### config.mk
export PLATFORM = sky130hd
export DESIGN_NAME = if_fetch_unit
export DESIGN_NICKNAME = d
export VERILOG_FILES = /design/src/rtl/if_fetch_unit.sv
export SDC_FILE = /design/constraint.sdc
export NUM_CORES = 1
export LEC_CHECK = 0
export CORE_MARGIN = 2
export CORE_UTILIZATION = 30
export DETAILED_ROUTE_END_ITERATION = 16
export GPL_ROUTABILITY_DRIVEN = 0
export GPL_TIMING_DRIVEN = 0
export HOLD_SLACK_MARGIN = 0.15
export PLACE_DENSITY = 0.51
export SLEW_MARGIN = 40
export SYNTH_ARGS = -nofsm -noshare
export SYNTH_HDL_FRONTEND = slang
export SYNTH_SLANG_ARGS = --single-unit
### constraint.sdc
create_clock -name clk -period 9.08 [get_ports clk]
set_input_delay 2.724 -clock clk [delete_from_list [all_inputs] [get_ports clk]]
set_output_delay 2.724 -clock clk [all_outputs]
set_load 0.02 [all_outputs]
### src/rtl/if_fetch_unit.sv
`default_nettype none
// ============================================================================
//  Module      : if_fetch_unit
//  Description : Instruction-fetch stage of the five-stage MIPS pipeline.
//                Issues single-outstanding requests to the instruction SRAM
//                over a req/addr_ok/data_ok handshake, buffers one returned
//                instruction and redirects fetch after the branch delay slot.
//  Revision    : 1.0  initial release
// ============================================================================
module if_fetch_unit (
   input  logic        clk,
   input  logic        rst,
   input  logic [5:0]  stall,
   input  logic [32:0] br_bus,
   output logic        inst_sram_req,
   output logic [31:0] inst_sram_addr,
   input  logic        inst_sram_addr_ok,
   input  logic        inst_sram_data_ok,
   input  logic [31:0] inst_sram_rdata,
   output logic [64:0] if_to_id_bus
);

   localparam logic [31:0] C_RESET_PC = 32'hBFC0_0000;

   typedef enum logic [1:0] {
      S_IDLE = 2'd0,
      S_REQ  = 2'd1,
      S_WAIT = 2'd2
   } state_t;

   state_t      r_state;
   state_t      w_state_nxt;

   logic [31:0] r_fetch_pc;
   logic        r_seq_cnt;
   logic        r_buf_v;
   logic [31:0] r_buf_pc;
   logic [31:0] r_buf_inst;
   logic        r_redir_v;
   logic [31:0] r_redir_target;
   logic [31:0] r_inflight_pc;
   logic [31:0] r_req_addr;

   logic        w_br_e;
   logic [31:0] w_br_addr;
   logic        w_br_acc;
   logic        w_data_in;
   logic        w_consume;
   logic        w_slot_free;
   logic [31:0] w_new_addr;
   logic        w_issue;
   logic        w_fire;
   logic        w_unused_stall;

   assign w_br_e         = br_bus[32];
   assign w_br_addr      = br_bus[31:0];
   // A held br_e only counts once: on the cycle ID's instruction advances.
   assign w_br_acc       = w_br_e & ~stall[2];
   assign w_data_in      = (r_state == S_WAIT) & inst_sram_data_ok;
   assign w_unused_stall = ^stall[5:3];

   // Deliver the buffered instruction first, else bypass returning data.
   always_comb begin
      if_to_id_bus = '0;
      if (r_buf_v) begin
         if_to_id_bus = {1'b1, r_buf_pc, r_buf_inst};
      end else if (w_data_in) begin
         if_to_id_bus = {1'b1, r_inflight_pc, inst_sram_rdata};
      end
   end

   assign w_consume   = if_to_id_bus[64] & ~stall[1];
   // Room for a new request: nothing ahead of ID, or it leaves this cycle.
   assign w_slot_free = ~r_seq_cnt | w_consume;
   // With the delay slot already accepted, a taken branch steers this request.
   assign w_new_addr  = (w_br_acc & r_seq_cnt) ? w_br_addr : r_fetch_pc;
   assign w_fire      = inst_sram_req & inst_sram_addr_ok;

   // Next-state and request generation; REQ holds address until accepted.
   always_comb begin
      w_state_nxt    = r_state;
      w_issue        = 1'b0;
      inst_sram_req  = 1'b0;
      inst_sram_addr = w_new_addr;
      case (r_state)
         S_REQ: begin
            inst_sram_req  = 1'b1;
            inst_sram_addr = r_req_addr;
            if (inst_sram_addr_ok) begin
               w_state_nxt = S_WAIT;
            end
         end
         S_IDLE, S_WAIT: begin
            // WAIT may launch the next request in the cycle its data returns.
            if ((r_state == S_IDLE) || inst_sram_data_ok) begin
               w_issue       = ~rst & ~stall[0] & w_slot_free;
               inst_sram_req = w_issue;
               if (w_issue) begin
                  w_state_nxt = inst_sram_addr_ok ? S_WAIT : S_REQ;
               end else begin
                  w_state_nxt = S_IDLE;
               end
            end
         end
         default: w_state_nxt = S_IDLE;
      endcase
   end

   // FSM state, held request address, in-flight pc and ahead-of-ID count.
   always_ff @(posedge clk or posedge rst) begin
      if (rst) begin
         r_state       <= S_IDLE;
         r_req_addr    <= C_RESET_PC;
         r_inflight_pc <= C_RESET_PC;
         r_seq_cnt     <= 1'b0;
      end else begin
         r_state <= w_state_nxt;
         if (w_issue) begin
            r_req_addr <= inst_sram_addr;
         end
         if (w_fire) begin
            r_inflight_pc <= inst_sram_addr;
         end
         case ({w_fire, w_consume})
            2'b10:   r_seq_cnt <= 1'b1;
            2'b01:   r_seq_cnt <= 1'b0;
            default: r_seq_cnt <= r_seq_cnt;
         endcase
      end
   end

   // One-entry buffer captures returning data that ID did not take.
   always_ff @(posedge clk or posedge rst) begin
      if (rst) begin
         r_buf_v    <= 1'b0;
         r_buf_pc   <= '0;
         r_buf_inst <= '0;
      end else begin
         if (w_consume) begin
            r_buf_v <= 1'b0;
         end
         if (w_data_in & ~w_consume) begin
            r_buf_v    <= 1'b1;
            r_buf_pc   <= r_inflight_pc;
            r_buf_inst <= inst_sram_rdata;
         end
      end
   end

   // Next fetch address and deferred redirect once the delay slot is issued.
   always_ff @(posedge clk or posedge rst) begin
      if (rst) begin
         r_fetch_pc     <= C_RESET_PC;
         r_redir_v      <= 1'b0;
         r_redir_target <= '0;
      end else begin
         if (w_fire) begin
            if (r_redir_v) begin
               r_fetch_pc <= r_redir_target;
               r_redir_v  <= 1'b0;
            end else begin
               r_fetch_pc <= inst_sram_addr + 32'd4;
            end
         end
         if (w_br_acc) begin
            if (r_seq_cnt) begin
               r_fetch_pc <= w_fire ? (w_br_addr + 32'd4) : w_br_addr;
            end else if (w_fire) begin
               // The request accepted now is the delay slot itself.
               r_fetch_pc <= w_br_addr;
            end else begin
               r_redir_v      <= 1'b1;
               r_redir_target <= w_br_addr;
            end
         end
      end
   end

endmodule
`default_nettype wire

## After elaboration in Yosys (flattened, before gate mapping)

Cells that the tools add are included.

| cells by class | value |
|---|---|
| $add $sub $neg | 2 |
| multipliers | 0 |
| div/mod/pow operators | 0 |
| order comparisons | 0 |
| equality and inequality tests | 6 |
| shifts and indexed selects | 0 |
| mux-type cells | 25 |
| bitwise operators | 16 |
| reductions and logical operators | 7 |

Operators by type and width:

| operator | count |
|---|---|
| $mux 32 | 8 |
| $mux 65 | 2 |
| $add 32x3->32 const B | 2 |
| $and 1x1->1 | 8 |
| $mux 1 | 8 |
| $mux 2 | 4 |
| $not 1->1 | 7 |
| $eq 2x1->1 const B | 2 |
| $eq 2x2->1 const B | 2 |
| $ne 2x2->1 const B | 2 |
| $pmux 1 s2 | 2 |
| $pmux 2 s2 | 1 |
| $reduce_bool 2->1 | 2 |
| $reduce_and 3->1 | 1 |
| $logic_not 2->1 | 1 |
| $reduce_and 2->1 | 1 |
| $reduce_or 2->1 | 1 |
| $logic_or 1x1->1 | 1 |
| $or 1x1->1 | 1 |

| storage, ports and cells | value |
|---|---|
| flip-flop bits (word level) | 197 |
| latch bits | 0 |
| memory bits (writable) | 0 |
| bits in read-only memories | 0 |
| bits of input ports | 75 |
| output and inout bits | 98 |
| word-level logic and storage cells | 66 |
| memories kept | 0 |

## Longest topological paths before layout

Gate-level depths: netlist of the first run.

| depth | value |
|---|---|
| word-level depth | 14 |
| mapped depth | 12 |
| gate-level depth less buffers | 10 |

## Worst setup path before layout of the first run

No wires, ideal clock.

| path | value |
|---|---|
| path type | input to output |
| start point | input br_bus[32] |
| end point | output inst_sram_addr[29] |
| data arrival time | 3899 ps |
| required time | 6356 ps |
| slack | 2457 ps |
| stages | 8 |
| path buffers | 3 |
| cell sequence | buf_4 and3b_1 buf_4 buf_2 nand2_1 a21oi_1 a21oi_1 inv_1 |

| between the ends | value |
|---|---|
| word-level cells in the longest chain between the ends | 4 |

Ends and longest elaborated chain:

| item | RTL line | text |
|---|---|---|
| start: declaration | 14 | `input logic [32:0] br_bus,` |
| $and 1x1->1 | 58 | `assign w_br_acc = w_br_e & ~stall[2];` |
| $and 1x1->1 | 76 | `assign w_new_addr = (w_br_acc & r_seq_cnt) ? w_br_addr : r_fetch_pc;` |
| $mux 32 | 76 |  |
| $mux 32 | 85 | `case (r_state)` |
| end: declaration | 16 | `output logic [31:0] inst_sram_addr,` |

No other way between the ends.

## Final worst setup path of the first run

| path | value |
|---|---|
| start point | input stall[2] |
| end point | output inst_sram_addr[28] |

| between the ends | value |
|---|---|
| word-level cells in the longest chain between the ends | 5 |

Ends and longest elaborated chain:

| item | RTL line | text |
|---|---|---|
| start: declaration | 13 | `input logic [5:0] stall,` |
| $not 1->1 | 58 |  |
| $and 1x1->1 | 58 |  |
| $and 1x1->1 | 76 |  |
| $mux 32 | 76 |  |
| $mux 32 | 85 |  |

No other way between the ends.

==> run_results.csv, run 1 <==
group,metric,value,unit
layout,drive_gt1_frac,0.1830,
logic_synthesis,synthCells,1049,
clock_tree,cts_buffer_depth,2,
global_routing,grt_pass1_wl,53.99,mm
floorplan,rows,68,
clock_tree,cts_num_sinks,197,
sta,period_share,0.9112,
logic_synthesis,synthArstFlopShare,1.000,
outcome,outcome,"finished clean",
placed_design,post_dp_cell_area,12870,sq um
sta,fmax,120.9,MHz
detailed_routing,drt-wirelength-per-cell,20.88,microns
sta,layout_setup_ws,0.8061,ns
power,peakVddDrop,0.0001389,V
sta,drv_slew,0,
sta,grt_setup_unrepaired,"no",
floorplan,coreArea,34710,sq um
global_routing,grt_pass1_vias,8693,
layout,layout_commonest_cell,"dfrtp_1",
logic_synthesis,syn_nets,1127,
sta,fin_setup_tns,0,ns
power,p_sw_frac,0.3290,
worst_setup_path,slowest_stage,"clkdlybuf4s50_1",
clock_tree,cts_tree,"built",
logic_synthesis,synth_edf_count,0,
worst_setup_path,worstSetupPathType,"primary input to primary output",
power,pwr-share-clk,0.283,
placed_design,port_buffers,163,
floorplan,fp.dieH,192.0,microns
logic_synthesis,avgSynthCellArea,10.11,sq um
detailed_routing,drc,0,
logic_synthesis,ys_ff_latch,197,
power,p_comb_frac,0.242,
detailed_routing,ant_nets,0,
floorplan,io_pins,173,
clock_tree,cts_buffers,17,
floorplan,die_area,36870,sq um
worst_setup_path,path_cells,"clkdlybuf4s50_1, and3b_1, buf_4, buf_2, nand2_1, a31oi_2, clkdlybuf4s50_1",
worst_hold_path,hold_depth,2,
logic_synthesis,synthFlopType,"dfrtp_1",
clock_tree,clk_latency,0.45,ns
clock_tree,cts.clk_slew.worst_paths,0.07,ns
clock_tree,postCtsSetupBuffers,0,
sta,hold_violations,0,
sta,fin_crit,8.274,ns
layout,n_fill_cell,3476,
floorplan,initial_core_util,0.3055,
worst_setup_path,crit_path_end_kind,"primary output",
power,intPower,1.870,mW
layout,synthToLayoutAreaGrowth,27.10,%
worst_setup_path,setup.worst_path.start_class,"primary input",
detailed_routing,routed_wirelength,35.51,mm
layout,fin_nets,1311,
global_routing,antenna_found_initial,0,
logic_synthesis,syn_area,10600,sq um
job,maxCapViolations,0,
power,seq_power_share,0.475,
power,powerDensity,206.8,nW/um^2
sta,max_slew.worst_pin.slew,0.8208,ns
logic_synthesis,ys_types,70,
worst_setup_path,reg2reg_depth,8,
sta,setup_viol,0,
worst_hold_path,worstHoldPathType,"flip-flop to flip-flop",
sta,slew-limit-headroom,0.4528,
global_routing,grt_max_degree,75,
logic_synthesis,yosysWarnings,0,
layout,layout_common_cells,"dfrtp_1 (170), nand2_1 (165), clkdlybuf4s50_1 (163)",
clock_tree,cts_resized,0,
worst_setup_path,cpPeakStageDelay,0.70,ns
power,p_total,2.787,mW
worst_setup_path,required,6.36,ns
placed_design,hpwl,26.87,mm
power,p_leak,5.827,nW
layout,post-route-cell-area,13480,sq um
global_routing,grt.overflow.total,0,
power,p_sw,0.9171,mW
layout,antenna_cells,0,
detailed_routing,avgViaCountPerCell,5.293,
clock_tree,cts_root_buf,"clkbuf_16",
placed_design,place_ws,0.8621,ns
sta,skew,0.01087,ns
global_routing,grtUsageTotal,0.1939,
detailed_routing,drtPass1Iterations,7,
detailed_routing,vias,9004,
logic_synthesis,synth_seq_area_share,0.4681,
clock_tree,ctsHtreeMaxLevel,4,
worst_setup_path,cp.arrival,5.55,ns
clock_tree,hold_buffers,0,
worst_setup_path,crit_fanout,10,
worst_setup_path,cpMostUsedCell,"clkdlybuf4s50_1",
floorplan,die_w,192.0,microns
detailed_routing,first_iter_violations,835,
-- worst max-delay path: cells and delay by family --
family	cells	cell delay (ns)
AND/OR/NAND/NOR	2	0.49
AO/OA/AOI/OAI	1	0.43
buffers and inverters	4	1.89
-- synthesized netlist by cell type, types with 3 or more instances --
cell,n,area share
o21ai_0,54,0.025
xor2_1,13,0.011
a21oi_1,42,0.020
clkbuf_1,45,0.016
nand2b_1,4,0.0024
and3_1,6,0.0035
a21oi_4,4,0.0061
xnor2_1,29,0.024
nor4_1,3,0.0018
a21oi_2,5,0.0041
and4b_1,6,0.0057
ha_1,3,0.0035
buf_4,7,0.0050
mux2_2,113,0.12
dfrtp_1,170,0.40
and4_1,8,0.0066
nor2b_1,5,0.0029
nor3_1,10,0.0047
nand2_1,165,0.058
a22o_1,65,0.054
inv_1,23,0.0081
buf_2,8,0.0038
nand3_1,29,0.014
a31oi_1,6,0.0035
nor2_1,70,0.025
o221ai_1,4,0.0033
dfstp_2,27,0.067
o22ai_1,10,0.0059
o21ai_1,6,0.0028
mux2i_1,7,0.0066
buf_1,10,0.0035
a211oi_1,6,0.0042
nand4_1,17,0.010
a222oi_1,12,0.011
a221oi_1,7,0.0058
a31o_2,6,0.0050
-- worst paths after layout --
| path | startpoint | slack [ns] | endpoint |
|---|---|---|---|
| worst max register to register | r_state[0] | 5.73 | flip-flop |
| worst max-delay path | stall[2] | 0.81 | inst_sram_addr[28] |
| max in group asynchronous | rst | 5.18 | r_inflight_pc[28] |
| worst min-delay path | r_inflight_pc[28] | 0.47 | r_inflight_pc[28] |
| min in group asynchronous | rst | 2.80 | r_req_addr[10] |
| worst min register to register | r_inflight_pc[28] | 0.47 | r_inflight_pc[28] |
-- logic make-up (layout without fill, tap and decap cells) --
family                   Yosys count  count (layout)  share of synthesized area
AO/OA/AOI/OAI                    245             245                     0.1671
XOR/XNOR                          42              42                    0.03469
adder cells (fa/ha/maj)            3               3                   0.003540
buffers and inverters             98             295                    0.04177
flip-flops                       197             197                     0.4681
multiplexers                     120             120                     0.1266
AND/OR/NAND/NOR                  344             344                     0.1582
-- power by group through the flow --
| stage | combinational, mW | clock, mW | sequential, mW |
|---|---|---|---|
| 3_5_place_dp | 0.676 | 0 | 1.34 |
| 4_1_cts | 0.678 | 0.811 | 1.32 |
| 3_3_place_gp | 0.664 | 0 | 1.33 |
| 5_1_grt | 0.745 | 0.845 | 1.36 |
| 2_1_floorplan | 0.452 | 0 | 1.28 |
| 6_report | 0.675 | 0.789 | 1.32 |
-- metal layers --
| layer | up-vias | global-route usage | wire [microns] |
|---|---|---|---|
| met5 | - | 0 | 0 |
| met4 | 0 | 0.06958 | 1056 |
| met3 | 63 | 0.03106 | 2370 |
| met2 | 401 | 0.3052 | 15930 |
| met1 | 4371 | 0.2691 | 16160 |
| li1 | 4169 | - | - |
-- cell type report --
class                      count  area [sq um]  share of cell area
timing repair buffer         165          1687              0.1251
sequential                   197          4964              0.3683
clock buffer                  19         475.5             0.03528
tap                          455         569.3             0.04224
multi-input combinational    754          5202              0.3860
clock inverter                13         130.1            0.009655
buffer                        75         356.6             0.02646
inverter                      23         93.84            0.006963
-- through the flow --
stage	hold slack [ns]	std cells	util
2_1_floorplan	0.4403	1049	-
3_3_place_gp	0.4510	1667	0.3689
3_5_place_dp	0.4590	1669	0.3707
4_1_cts	0.4701	1701	0.3881
5_1_grt	0.4864	1701	0.3883
6_report	0.4684	1701	0.3883
(Power assumes the default switching activity.)
==> inputs of run 2 (changes only) <==
- PLACE_DENSITY: 0.51 -> 0.53
- clock period: 9.08 -> 6.7 ns (I/O delays scaled with it)
==> run 2 against run 1 <==
Against the previous run: clock power grew 34%; critical endpoint is now inst_sram_addr[30]; total power grew 36%; hold slack lost 0.0017 ns; first-iteration DRC count grew 9.0%; largest cell class unchanged; final area grew 1.3%; die area is the same; worst setup slack lost 0.65 ns.
==> run_results.csv, run 2 (synthesized netlist as in run 1, its figures left out) <==
group,metric,value,unit
outcome,outcome,"finished clean",
job,maxCapViolations,0,
sta,setup_viol,0,
global_routing,antenna_found_initial,0,
sta,period_share,0.9768,
global_routing,grt_max_degree,26,
layout,n_fill_cell,3501,
layout,antenna_cells,0,
global_routing,grt_pass1_wl,53.79,mm
clock_tree,ctsHtreeMaxLevel,4,
clock_tree,cts_num_sinks,197,
sta,slew-limit-headroom,0.4664,
global_routing,grt.overflow.total,0,
sta,drv_slew,0,
detailed_routing,vias,8930,
clock_tree,cts_buffers,17,
worst_setup_path,reg2reg_depth,12,
power,peakVddDrop,0.0001816,V
worst_setup_path,crit_fanout,10,
floorplan,io_pins,173,
sta,fin_crit,6.545,ns
layout,drive_gt1_frac,0.1899,
power,powerDensity,277.0,nW/um^2
layout,utilization,0.3934,
worst_setup_path,crit_path_end_kind,"primary output",
placed_design,post_dp_cell_area,13040,sq um
floorplan,coreArea,34710,sq um
worst_hold_path,worstHoldPathType,"flip-flop to flip-flop",
layout,stdcell_count,1708,
floorplan,rows,68,
placed_design,dp.cells,1677,
layout,layout_commonest_cell,"dfrtp_1",
clock_tree,hold_buffers,0,
detailed_routing,drtPass1Iterations,7,
global_routing,grtUsageTotal,0.1919,
detailed_routing,avgViaCountPerCell,5.228,
layout,fin_nets,1318,
sta,grt_setup_unrepaired,"no",
clock_tree,cts_buffer_depth,2,
detailed_routing,routed_wirelength,35.10,mm
layout,post-route-cell-area,13660,sq um
global_routing,grt_pass1_vias,8814,
clock_tree,cts_root_buf,"clkbuf_16",
clock_tree,cts_tree,"built",
floorplan,fp.dieH,192.0,microns
layout,synthToLayoutAreaGrowth,28.78,%
floorplan,initial_core_util,0.3055,
placed_design,hpwl,27.11,mm
clock_tree,clk_latency,0.44,ns
worst_setup_path,setup.worst_path.start_class,"primary input",
sta,max_slew.worst_pin.slew,0.8004,ns
detailed_routing,drt-wirelength-per-cell,20.55,microns
clock_tree,postCtsSetupBuffers,0,
worst_setup_path,cp.arrival,4.53,ns
sta,fmax,152.8,MHz
clock_tree,cts.clk_slew.worst_paths,0.08,ns
worst_setup_path,required,4.69,ns
detailed_routing,drc,0,
power,p_leak,5.905,nW
sta,hold_violations,0,
floorplan,die_w,192.0,microns
layout,layout_common_cells,"dfrtp_1 (170), nand2_1 (165), clkdlybuf4s50_1 (162)",
floorplan,die_area,36870,sq um
detailed_routing,ant_nets,0,
placed_design,port_buffers,163,
worst_setup_path,worstSetupPathType,"primary input to primary output",
worst_hold_path,hold_depth,2,
sta,skew,0.01114,ns
detailed_routing,first_iter_violations,910,
-- run 2: changes by cell type in the layout (fill, tap and decap cells not counted), moves of 2 or more --
cell / delta
buf_12: +4
inv_8: -3
buf_16: +3
clkbuf_1: -2
-- run 2: where the power goes --
group          internal, mW  switching (mW)
combinational         0.431           0.499
clock                 0.524           0.534
sequential             1.57           0.221
-- run 2: what timing repair did --
action,4_1_cts,5_1_grt
resized for setup,3,1
endpoints found under the setup margin,25,1
hold endpoints to repair,0,0
pin swaps,0,0
-- run 2: layout make-up --
| type | instances | area, sq um | share of cell area |
|---|---|---|---|
| clock buffers | 18 | 450.4 | 0.03299 |
| multi-input cells | 754 | 5216 | 0.3820 |
| clock inverters | 14 | 148.9 | 0.01090 |
| plain buffers | 74 | 354.1 | 0.02593 |
| well taps | 455 | 569.3 | 0.04169 |
| repair buffers | 173 | 1863 | 0.1364 |
| inverters | 23 | 90.09 | 0.006597 |
| flip-flops and latches | 197 | 4964 | 0.3635 |
-- run 2: worst max-delay path, stage by stage --
cell and delay [ns]:
dlygate4sd2_1 0.44, nand3b_4 0.32, buf_6 0.18, buf_2 0.31, nand2_1 0.09, a21oi_1 0.25, a21oi_1 0.12, inv_1 0.18
clkdlybuf4s50_1 0.63
-- run 2: worst paths after layout --
check,from,end,slack [ns]
max,stall[2],inst_sram_addr[30],0.16
min,r_inflight_pc[25],r_inflight_pc[25],0.47
max reg2reg,r_seq_cnt,flip-flop,3.26
min reg2reg,r_inflight_pc[25],r_inflight_pc[25],0.47
max in group asynchronous,rst,r_req_addr[31],3.80
min in group asynchronous,rst,r_inflight_pc[6],2.00
-- run 2: stage by stage --
stage               setup WS [ns]  power (mW)  setup TNS (ns)  hold WS (ns)
floorplan                   1.505       2.346               0        0.4403
global placement         -0.08226       2.696         -0.4805        0.4532
detailed placement       -0.07351       2.737         -0.5512        0.4581
CTS                        0.1187       3.810               0        0.4705
global route              0.02087       4.005               0        0.4937
finish                     0.1553       3.783               0        0.4667
-- run 2: layer usage --
| metal | vias to the layer above | GRT usage | routed length, microns |
|---|---|---|---|
| li1 | 4185 | - | - |
| met1 | 4297 | 0.2641 | 15940 |
| met2 | 395 | 0.3073 | 15850 |
| met3 | 53 | 0.03051 | 2382 |
| met4 | 0 | 0.06371 | 920 |
| met5 | - | 0 | 0 |
